==> src/rtl/genius_pkg.sv <==
// Shared types and constants for the genius game controller.
package genius_pkg;

   localparam int unsigned STATE_W                = 3;
   localparam int unsigned AUTORESTART_CYCLES_DEF = 250_000_000;

   typedef enum logic [STATE_W-1:0] {
      ST_INIT   = 3'd0,
      ST_SETUP  = 3'd1,
      ST_PREP   = 3'd2,
      ST_SEQ    = 3'd3,
      ST_PLAY   = 3'd4,
      ST_CHECK  = 3'd5,
      ST_NEXT   = 3'd6,
      ST_RESULT = 3'd7
   } state_t;

   typedef struct packed {
      logic r1;
      logic r2;
      logic e1;
      logic e2;
      logic e3;
      logic e4;
      logic sel;
   } ctrl_t;

endpackage

==> src/rtl/genius_if.sv <==
// Controller <-> datapath signal bundle: status flags in, register/enable controls out.
interface genius_if;
   import genius_pkg::*;

   logic               enter;
   logic               end_FPGA;
   logic               end_User;
   logic               end_time;
   logic               win;
   logic               match;
   logic               R1;
   logic               R2;
   logic               E1;
   logic               E2;
   logic               E3;
   logic               E4;
   logic               SEL;
   logic [STATE_W-1:0] state_o;

   modport master (
      input  enter, end_FPGA, end_User, end_time, win, match,
      output R1, R2, E1, E2, E3, E4, SEL, state_o
   );

   modport slave (
      output enter, end_FPGA, end_User, end_time, win, match,
      input  R1, R2, E1, E2, E3, E4, SEL, state_o
   );
endinterface

==> src/rtl/genius_controller.sv <==
// Moore FSM sequencing the genius game datapath.
// Optional RESULT timeout enabled by defining GENIUS_AUTORESTART_EN.
//
// state  | meaning
// INIT   | clear both datapath registers, one cycle
// SETUP  | wait for player to confirm level/mode (enter edge)
// PREP   | clear round register, then test win
// SEQ    | FPGA plays the sequence until end_FPGA
// PLAY   | user enters moves until end_User or end_time
// CHECK  | compare user entry, one cycle
// NEXT   | advance round counter, one cycle
// RESULT | show outcome, leave on enter edge (or timeout)
module genius_controller
   import genius_pkg::*;
#(
   parameter int unsigned AUTORESTART_CYCLES = AUTORESTART_CYCLES_DEF
) (
   input  logic      CLOCK_50,
   input  logic      reset,
   genius_if.master  bus
);

   state_t r_state;
   state_t w_state_nxt;
   logic   r_enter_d;
   logic   w_enter_rise;
   ctrl_t  w_ctrl;
   logic   w_leave_result;

   assign w_enter_rise = bus.enter & ~r_enter_d;

`ifdef GENIUS_AUTORESTART_EN
   logic [31:0] r_ar_cnt;
   logic        w_ar_done;

   assign w_ar_done = (r_ar_cnt == AUTORESTART_CYCLES - 32'd1);

   always_ff @(posedge CLOCK_50 or negedge reset) begin
      if (!reset) begin
         r_ar_cnt <= '0;
      end else if (r_state == ST_RESULT) begin
         r_ar_cnt <= r_ar_cnt + 32'd1;
      end else begin
         r_ar_cnt <= '0;
      end
   end

   assign w_leave_result = w_enter_rise | w_ar_done;
`else
   // Timeout length is irrelevant here; the block only anchors the parameter.
   if (AUTORESTART_CYCLES == 0) begin : g_no_timeout
   end

   assign w_leave_result = w_enter_rise;
`endif

   always_ff @(posedge CLOCK_50 or negedge reset) begin
      if (!reset) begin
         r_state   <= ST_INIT;
         r_enter_d <= 1'b0;
      end else begin
         r_state   <= w_state_nxt;
         r_enter_d <= bus.enter;
      end
   end

   always_comb begin
      w_state_nxt = r_state;
      case (r_state)
         ST_INIT:   w_state_nxt = ST_SETUP;
         ST_SETUP:  if (w_enter_rise) w_state_nxt = ST_PREP;
         ST_PREP:   w_state_nxt = bus.win ? ST_RESULT : ST_SEQ;
         ST_SEQ:    if (bus.end_FPGA) w_state_nxt = ST_PLAY;
         ST_PLAY: begin
            if (bus.end_time) begin
               w_state_nxt = ST_RESULT;
            end else if (bus.end_User) begin
               w_state_nxt = ST_CHECK;
            end
         end
         ST_CHECK:  w_state_nxt = bus.match ? ST_NEXT : ST_RESULT;
         ST_NEXT:   w_state_nxt = ST_PREP;
         ST_RESULT: if (w_leave_result) w_state_nxt = ST_INIT;
         default:   w_state_nxt = ST_INIT;
      endcase
   end

   always_comb begin
      w_ctrl = '0;
      case (r_state)
         ST_INIT:  begin w_ctrl.r1 = 1'b1; w_ctrl.r2  = 1'b1; end
         ST_SETUP: begin w_ctrl.e1 = 1'b1; w_ctrl.sel = 1'b1; end
         ST_PREP:  w_ctrl.r2 = 1'b1;
         ST_SEQ:   begin w_ctrl.e3 = 1'b1; w_ctrl.sel = 1'b1; end
         ST_PLAY:  begin w_ctrl.e2 = 1'b1; w_ctrl.sel = 1'b1; end
         ST_CHECK: w_ctrl.sel = 1'b1;
         ST_NEXT:  w_ctrl.e4 = 1'b1;
         default:  w_ctrl = '0;
      endcase
   end

   assign bus.R1      = w_ctrl.r1;
   assign bus.R2      = w_ctrl.r2;
   assign bus.E1      = w_ctrl.e1;
   assign bus.E2      = w_ctrl.e2;
   assign bus.E3      = w_ctrl.e3;
   assign bus.E4      = w_ctrl.e4;
   assign bus.SEL     = w_ctrl.sel;
   assign bus.state_o = r_state;

endmodule
==> src/flat_wrapper.sv <==
// flat-port wrapper written by rule: the top's interface ports become plain ports
module genius_controller_flat import genius_pkg::*;
#(
   parameter int unsigned AUTORESTART_CYCLES = AUTORESTART_CYCLES_DEF
)
  (CLOCK_50, reset, bus_enter, bus_end_FPGA, bus_end_User, bus_end_time, bus_win, bus_match, bus_R1, bus_R2, bus_E1, bus_E2, bus_E3, bus_E4, bus_SEL, bus_state_o);
  genius_if bus_i ();
  input  logic CLOCK_50;
  input  logic reset;
  input wire logic [$bits(bus_i.enter)-1:0] bus_enter;
  input wire logic [$bits(bus_i.end_FPGA)-1:0] bus_end_FPGA;
  input wire logic [$bits(bus_i.end_User)-1:0] bus_end_User;
  input wire logic [$bits(bus_i.end_time)-1:0] bus_end_time;
  input wire logic [$bits(bus_i.win)-1:0] bus_win;
  input wire logic [$bits(bus_i.match)-1:0] bus_match;
  output wire logic [$bits(bus_i.R1)-1:0] bus_R1;
  output wire logic [$bits(bus_i.R2)-1:0] bus_R2;
  output wire logic [$bits(bus_i.E1)-1:0] bus_E1;
  output wire logic [$bits(bus_i.E2)-1:0] bus_E2;
  output wire logic [$bits(bus_i.E3)-1:0] bus_E3;
  output wire logic [$bits(bus_i.E4)-1:0] bus_E4;
  output wire logic [$bits(bus_i.SEL)-1:0] bus_SEL;
  output wire logic [$bits(bus_i.state_o)-1:0] bus_state_o;
  assign bus_i.enter = bus_enter;
  assign bus_i.end_FPGA = bus_end_FPGA;
  assign bus_i.end_User = bus_end_User;
  assign bus_i.end_time = bus_end_time;
  assign bus_i.win = bus_win;
  assign bus_i.match = bus_match;
  assign bus_R1 = bus_i.R1;
  assign bus_R2 = bus_i.R2;
  assign bus_E1 = bus_i.E1;
  assign bus_E2 = bus_i.E2;
  assign bus_E3 = bus_i.E3;
  assign bus_E4 = bus_i.E4;
  assign bus_SEL = bus_i.SEL;
  assign bus_state_o = bus_i.state_o;
  genius_controller #(.AUTORESTART_CYCLES(AUTORESTART_CYCLES)) u_core (.CLOCK_50(CLOCK_50), .reset(reset), .bus(bus_i));
endmodule
==> config.mk <==
export PLATFORM = sky130hd
export DESIGN_NAME = genius_controller_flat
export DESIGN_NICKNAME = d
export VERILOG_FILES = /design/src/rtl/genius_pkg.sv /design/src/rtl/genius_if.sv /design/src/rtl/genius_controller.sv /design/src/flat_wrapper.sv
export SDC_FILE = /design/constraint.sdc
export NUM_CORES = 1
export LEC_CHECK = 0
export BUFFER_PORTS_ARGS = -buffer_cell sky130_fd_sc_hd__buf_2
export CORE_AREA = 5 5 42 44
export CTS_CLUSTER_DIAMETER = 80
export CTS_CLUSTER_SIZE = 14
export DETAILED_ROUTE_END_ITERATION = 10
export DIE_AREA = 0 0 47 49
export GPL_TIMING_DRIVEN = 0
export PLACE_DENSITY = 0.5
export SETUP_SLACK_MARGIN = 0.4
export SLEW_MARGIN = 25
export SYNTH_ARGS = -nofsm -noshare
export SYNTH_HDL_FRONTEND = slang
export SYNTH_SLANG_ARGS = --single-unit
==> constraint.sdc <==
create_clock -name CLOCK_50 -period 2.9 [get_ports CLOCK_50]
set_clock_uncertainty 0.2 [all_clocks]
set_input_delay 0 -clock CLOCK_50 [delete_from_list [all_inputs] [get_ports CLOCK_50]]
set_output_delay 0 -clock CLOCK_50 [all_outputs]
set_load 0.005 [all_outputs]
==> results.md <==
Outcome
- **run status** finished clean

Timing
- **Final Hold Vio Count** 0
- **aggregate negative setup slack** 0 ns
- **normalized max-slew margin** 0.790
- **clock period minus worst slack** 1.69 ns
- **Hold Slack** 0.00251 ns
- **max-slew violation total from the final report** 0
- **final worst-path cycle share** 0.581
- **Setup Viol. Count Final** 0
- **maximum achievable frequency** 593 MHz
- **Tightest Pin Transition** 0.312 ns
- **setup repair after global routing missed its margin** no

Setup path
- **startpoint class of the critical path** flip-flop
- **cell family with most CP delay** buffers and inverters
- **launch instance of the worst register-to-register path** u_core.bus.state_o[0]
- **Buf+Inv Stages, Crit Path** 2
- **capture point of the worst reg-to-reg path** u_core.bus.state_o[2]
- **CP Capture Type** flip-flop
- **Crit path largest cell delay** 0.55 ns
- **maximum fanout count along the critical path** 10
- **critical path arrival** 1.60 ns
- **Worst Reg2Reg Path Length in Cells** 4
- **setup slack of the most critical reg-to-reg path** 1.21 ns
- **series of cell instances along the critical path** buf_2 > mux2i_1 > dlygate4sd3_1 > o22ai_1
- **Worst Path Required** 2.81 ns
- **critical path start-end classification** flip-flop to flip-flop
- **worst-path cell with the longest stage delay** sky130_fd_sc_hd__dlygate4sd3_1

Logic synthesis
- **count of cell types in the netlist** 25
- **Post-Synthesis Net Count** 44
- **number of synthesized register bits** 4
- **Post-Syn Instances** 36
- **average instance area after synthesis** 9.21 µm²
- **warning count from the yosys run** 0
- **share of the yosys chip area belonging to registers** 0.302
- **post-synthesis instance area** 332 µm²

Clocking
- **clock-pin transition on the worst setup and hold timing paths** 0.04 ns
- **Clock Sinks** 4
- **TritonCTS clock tree** built
- **quantity of gates resized following cts** 0
- **CTS Root Buffer Type** sky130_fd_sc_hd__clkbuf_4
- **H-tree levels** 1
- **worst-case clock buffer depth** 2
- **insertion delay to the later sink of the worst-skew pair** 0.23 ns
- **clock buffer count from CTS** 3

Die
- **top-level I/O count** 18
- **starting density of the core** 0.237
- **# rows** 14
- **Die Area** 2300 µm²
- **Die Height** 49 µm
- **Core Footprint** 1400 µm²
- **width of the die** 47 µm

Place
- **final weighted congestion of routability-driven global placement** 0.721
- **Port Buffers** 17
- **half-perimeter wire length after detailed placement** 671 µm

Hold path
- **path class of the lowest-slack min-delay path** input port to flip-flop
- **start point of the worst min-delay path** bus_end_time
- **worst hold stages** 4
- **endpoint of the worst hold-timing path** u_core.bus.state_o[0]

Routing
- **DRT Pass-1 Iters** 3
- **total DRC errors in the routed layout** 0
- **detailed-route via count** 348
- **routed vias/inst** 4.41
- **antenna-violating nets left** 0
- **number of DRC markers after the initial detailed-route iteration** 2
- **Total Wirelength** 834 µm
- **per-cell routed wire length** 10.6 µm

Power
- **Max VDD drop** 0.363 mV
- **leakage power figure** 0.000265 µW
- **power density over the cells** 939 nW/µm²

Global route
- **number of global-route vias before repair** 322
- **total track usage** 0.0869
- **first-pass GRT wire length** 1500 µm
- **maximum number of pins on one net before global-route repair** 11
- **sum of overflow across all layers after global routing** 0
- **antenna violations before repair** 0

Finish
- **fraction of final layout cells with drive strength greater than 1** 0.492
- **Syn-to-layout area delta** 59.6%
- **most common cell after layout, fill and taps aside** sky130_fd_sc_hd__buf_2
- **final layout net count** 73
- **commonest non-fill, non-tap cells in the layout** sky130_fd_sc_hd__buf_2, sky130_fd_sc_hd__dlygate4sd3_1, sky130_fd_sc_hd__dfrtp_1
- **diodes inserted** 0

Job
- **number of max-cap violations** 0

[flip-flops by register name, summed over array words and instances (netlist names)]
signal / count
u_core.bus.state_o: 3
u_core.r_enter_d: 1
[cell families after synthesis]
group / Yosys count / synth area share
muxes: 1 / 0.0302
and+or+nand+nor: 18 / 0.389
DFF: 4 / 0.302
AOI/OAI and AO/OA: 8 / 0.185
buffers and inverters: 5 / 0.0943
[metrics by stage]
step           cell area [µm²]  total power (µW)  worst slack [ns]  utilization  instances
6_report                   529               497              1.21        0.378         79
3_5_place_dp               437               428              1.40        0.312         69
3_3_place_gp               437               425              1.42        0.312         69
5_1_grt                    529               552              1.14        0.378         79
4_1_cts                    529               510              1.19        0.378         79
2_1_floorplan              332               323              1.45            -         36
[worst max-delay path by stage]
| stage | slack, ns | cells past startpoint | start | end |
|---|---|---|---|---|
| 2_1_floorplan | 1.45 | 4 | u_core.bus.state_o[2] | u_core.bus.state_o[0] |
| 3_3_place_gp | 1.42 | 4 | u_core.bus.state_o[2] | u_core.bus.state_o[0] |
| 3_5_place_dp | 1.40 | 4 | u_core.bus.state_o[2] | u_core.bus.state_o[0] |
| 4_1_cts | 1.19 | 4 | u_core.bus.state_o[0] | u_core.bus.state_o[2] |
| 5_1_grt | 1.14 | 4 | u_core.bus.state_o[0] | u_core.bus.state_o[2] |
| 6_report | 1.21 | 4 | u_core.bus.state_o[0] | u_core.bus.state_o[2] |
[where the power goes]
part | total [µW] | internal [µW] | switching (µW)
clock | 68.4 | 46.3 | 22.2
sequential | 96.2 | 78.2 | 17.9
combinational | 332 | 176 | 156
[worst register-to-register path: stages (launching register included)]
cell and delay [ns]:
sky130_fd_sc_hd__dfrtp_1 0.34, sky130_fd_sc_hd__buf_2 0.21, sky130_fd_sc_hd__mux2i_1 0.19, sky130_fd_sc_hd__dlygate4sd3_1 0.55
sky130_fd_sc_hd__o22ai_1 0.07
[area by class of cell]
cell class | instances | area (µm²)
plain buffers | 3 | 23.8
clock buffers | 3 | 22.5
fillers | 163 | 872
inverters | 2 | 7.51
multi-input cells | 27 | 200
flip-flops and latches | 4 | 100
well taps | 16 | 20.0
repair buffers | 24 | 155
[what timing repair did]
action	4_1_cts	5_1_grt
hold buffers	7	0
buffers inserted	0	0
endpoints found under the hold margin	8	0
[synthesized netlist by cell type]
| cell type | instances | area share |
|---|---|---|
| sky130_fd_sc_hd__dfrtp_1 | 4 | 0.30 |
| sky130_fd_sc_hd__nor2_1 | 3 | 0.034 |
| sky130_fd_sc_hd__a21oi_1 | 2 | 0.030 |
| sky130_fd_sc_hd__inv_1 | 2 | 0.023 |
| sky130_fd_sc_hd__nand2_1 | 2 | 0.023 |
| sky130_fd_sc_hd__nand2b_1 | 2 | 0.038 |
| sky130_fd_sc_hd__nor3_1 | 2 | 0.030 |
| sky130_fd_sc_hd__nor3b_2 | 2 | 0.075 |
| sky130_fd_sc_hd__a2111oi_2 | 1 | 0.045 |
| sky130_fd_sc_hd__a21boi_0 | 1 | 0.023 |
| sky130_fd_sc_hd__a2bb2oi_1 | 1 | 0.026 |
| sky130_fd_sc_hd__a31o_1 | 1 | 0.026 |
| sky130_fd_sc_hd__and2_2 | 1 | 0.023 |
| sky130_fd_sc_hd__and3_2 | 1 | 0.023 |
| sky130_fd_sc_hd__and3b_2 | 1 | 0.030 |
| sky130_fd_sc_hd__buf_2 | 1 | 0.015 |
| sky130_fd_sc_hd__buf_4 | 1 | 0.023 |
| sky130_fd_sc_hd__buf_6 | 1 | 0.034 |
| sky130_fd_sc_hd__mux2i_1 | 1 | 0.030 |
| sky130_fd_sc_hd__nand2b_4 | 1 | 0.041 |
| sky130_fd_sc_hd__nor3_2 | 1 | 0.030 |
| sky130_fd_sc_hd__nor4_1 | 1 | 0.019 |
| sky130_fd_sc_hd__o21ai_0 | 1 | 0.015 |
| sky130_fd_sc_hd__o22ai_1 | 1 | 0.019 |
| sky130_fd_sc_hd__or2b_1 | 1 | 0.023 |
[metal layers]
layer | wire length (µm) | up-vias | part of all wire | track usage
li1 | - | 182 | - | -
met1 | 334 | 158 | 0.40 | 0.109
met2 | 442 | 8 | 0.53 | 0.131
met3 | 57 | 0 | 0.068 | 0.0480
met4 | 0 | 0 | 0 | 0.0138
met5 | 0 | - | 0 | 0
Note: power is estimated with default switching activity, not from simulation.
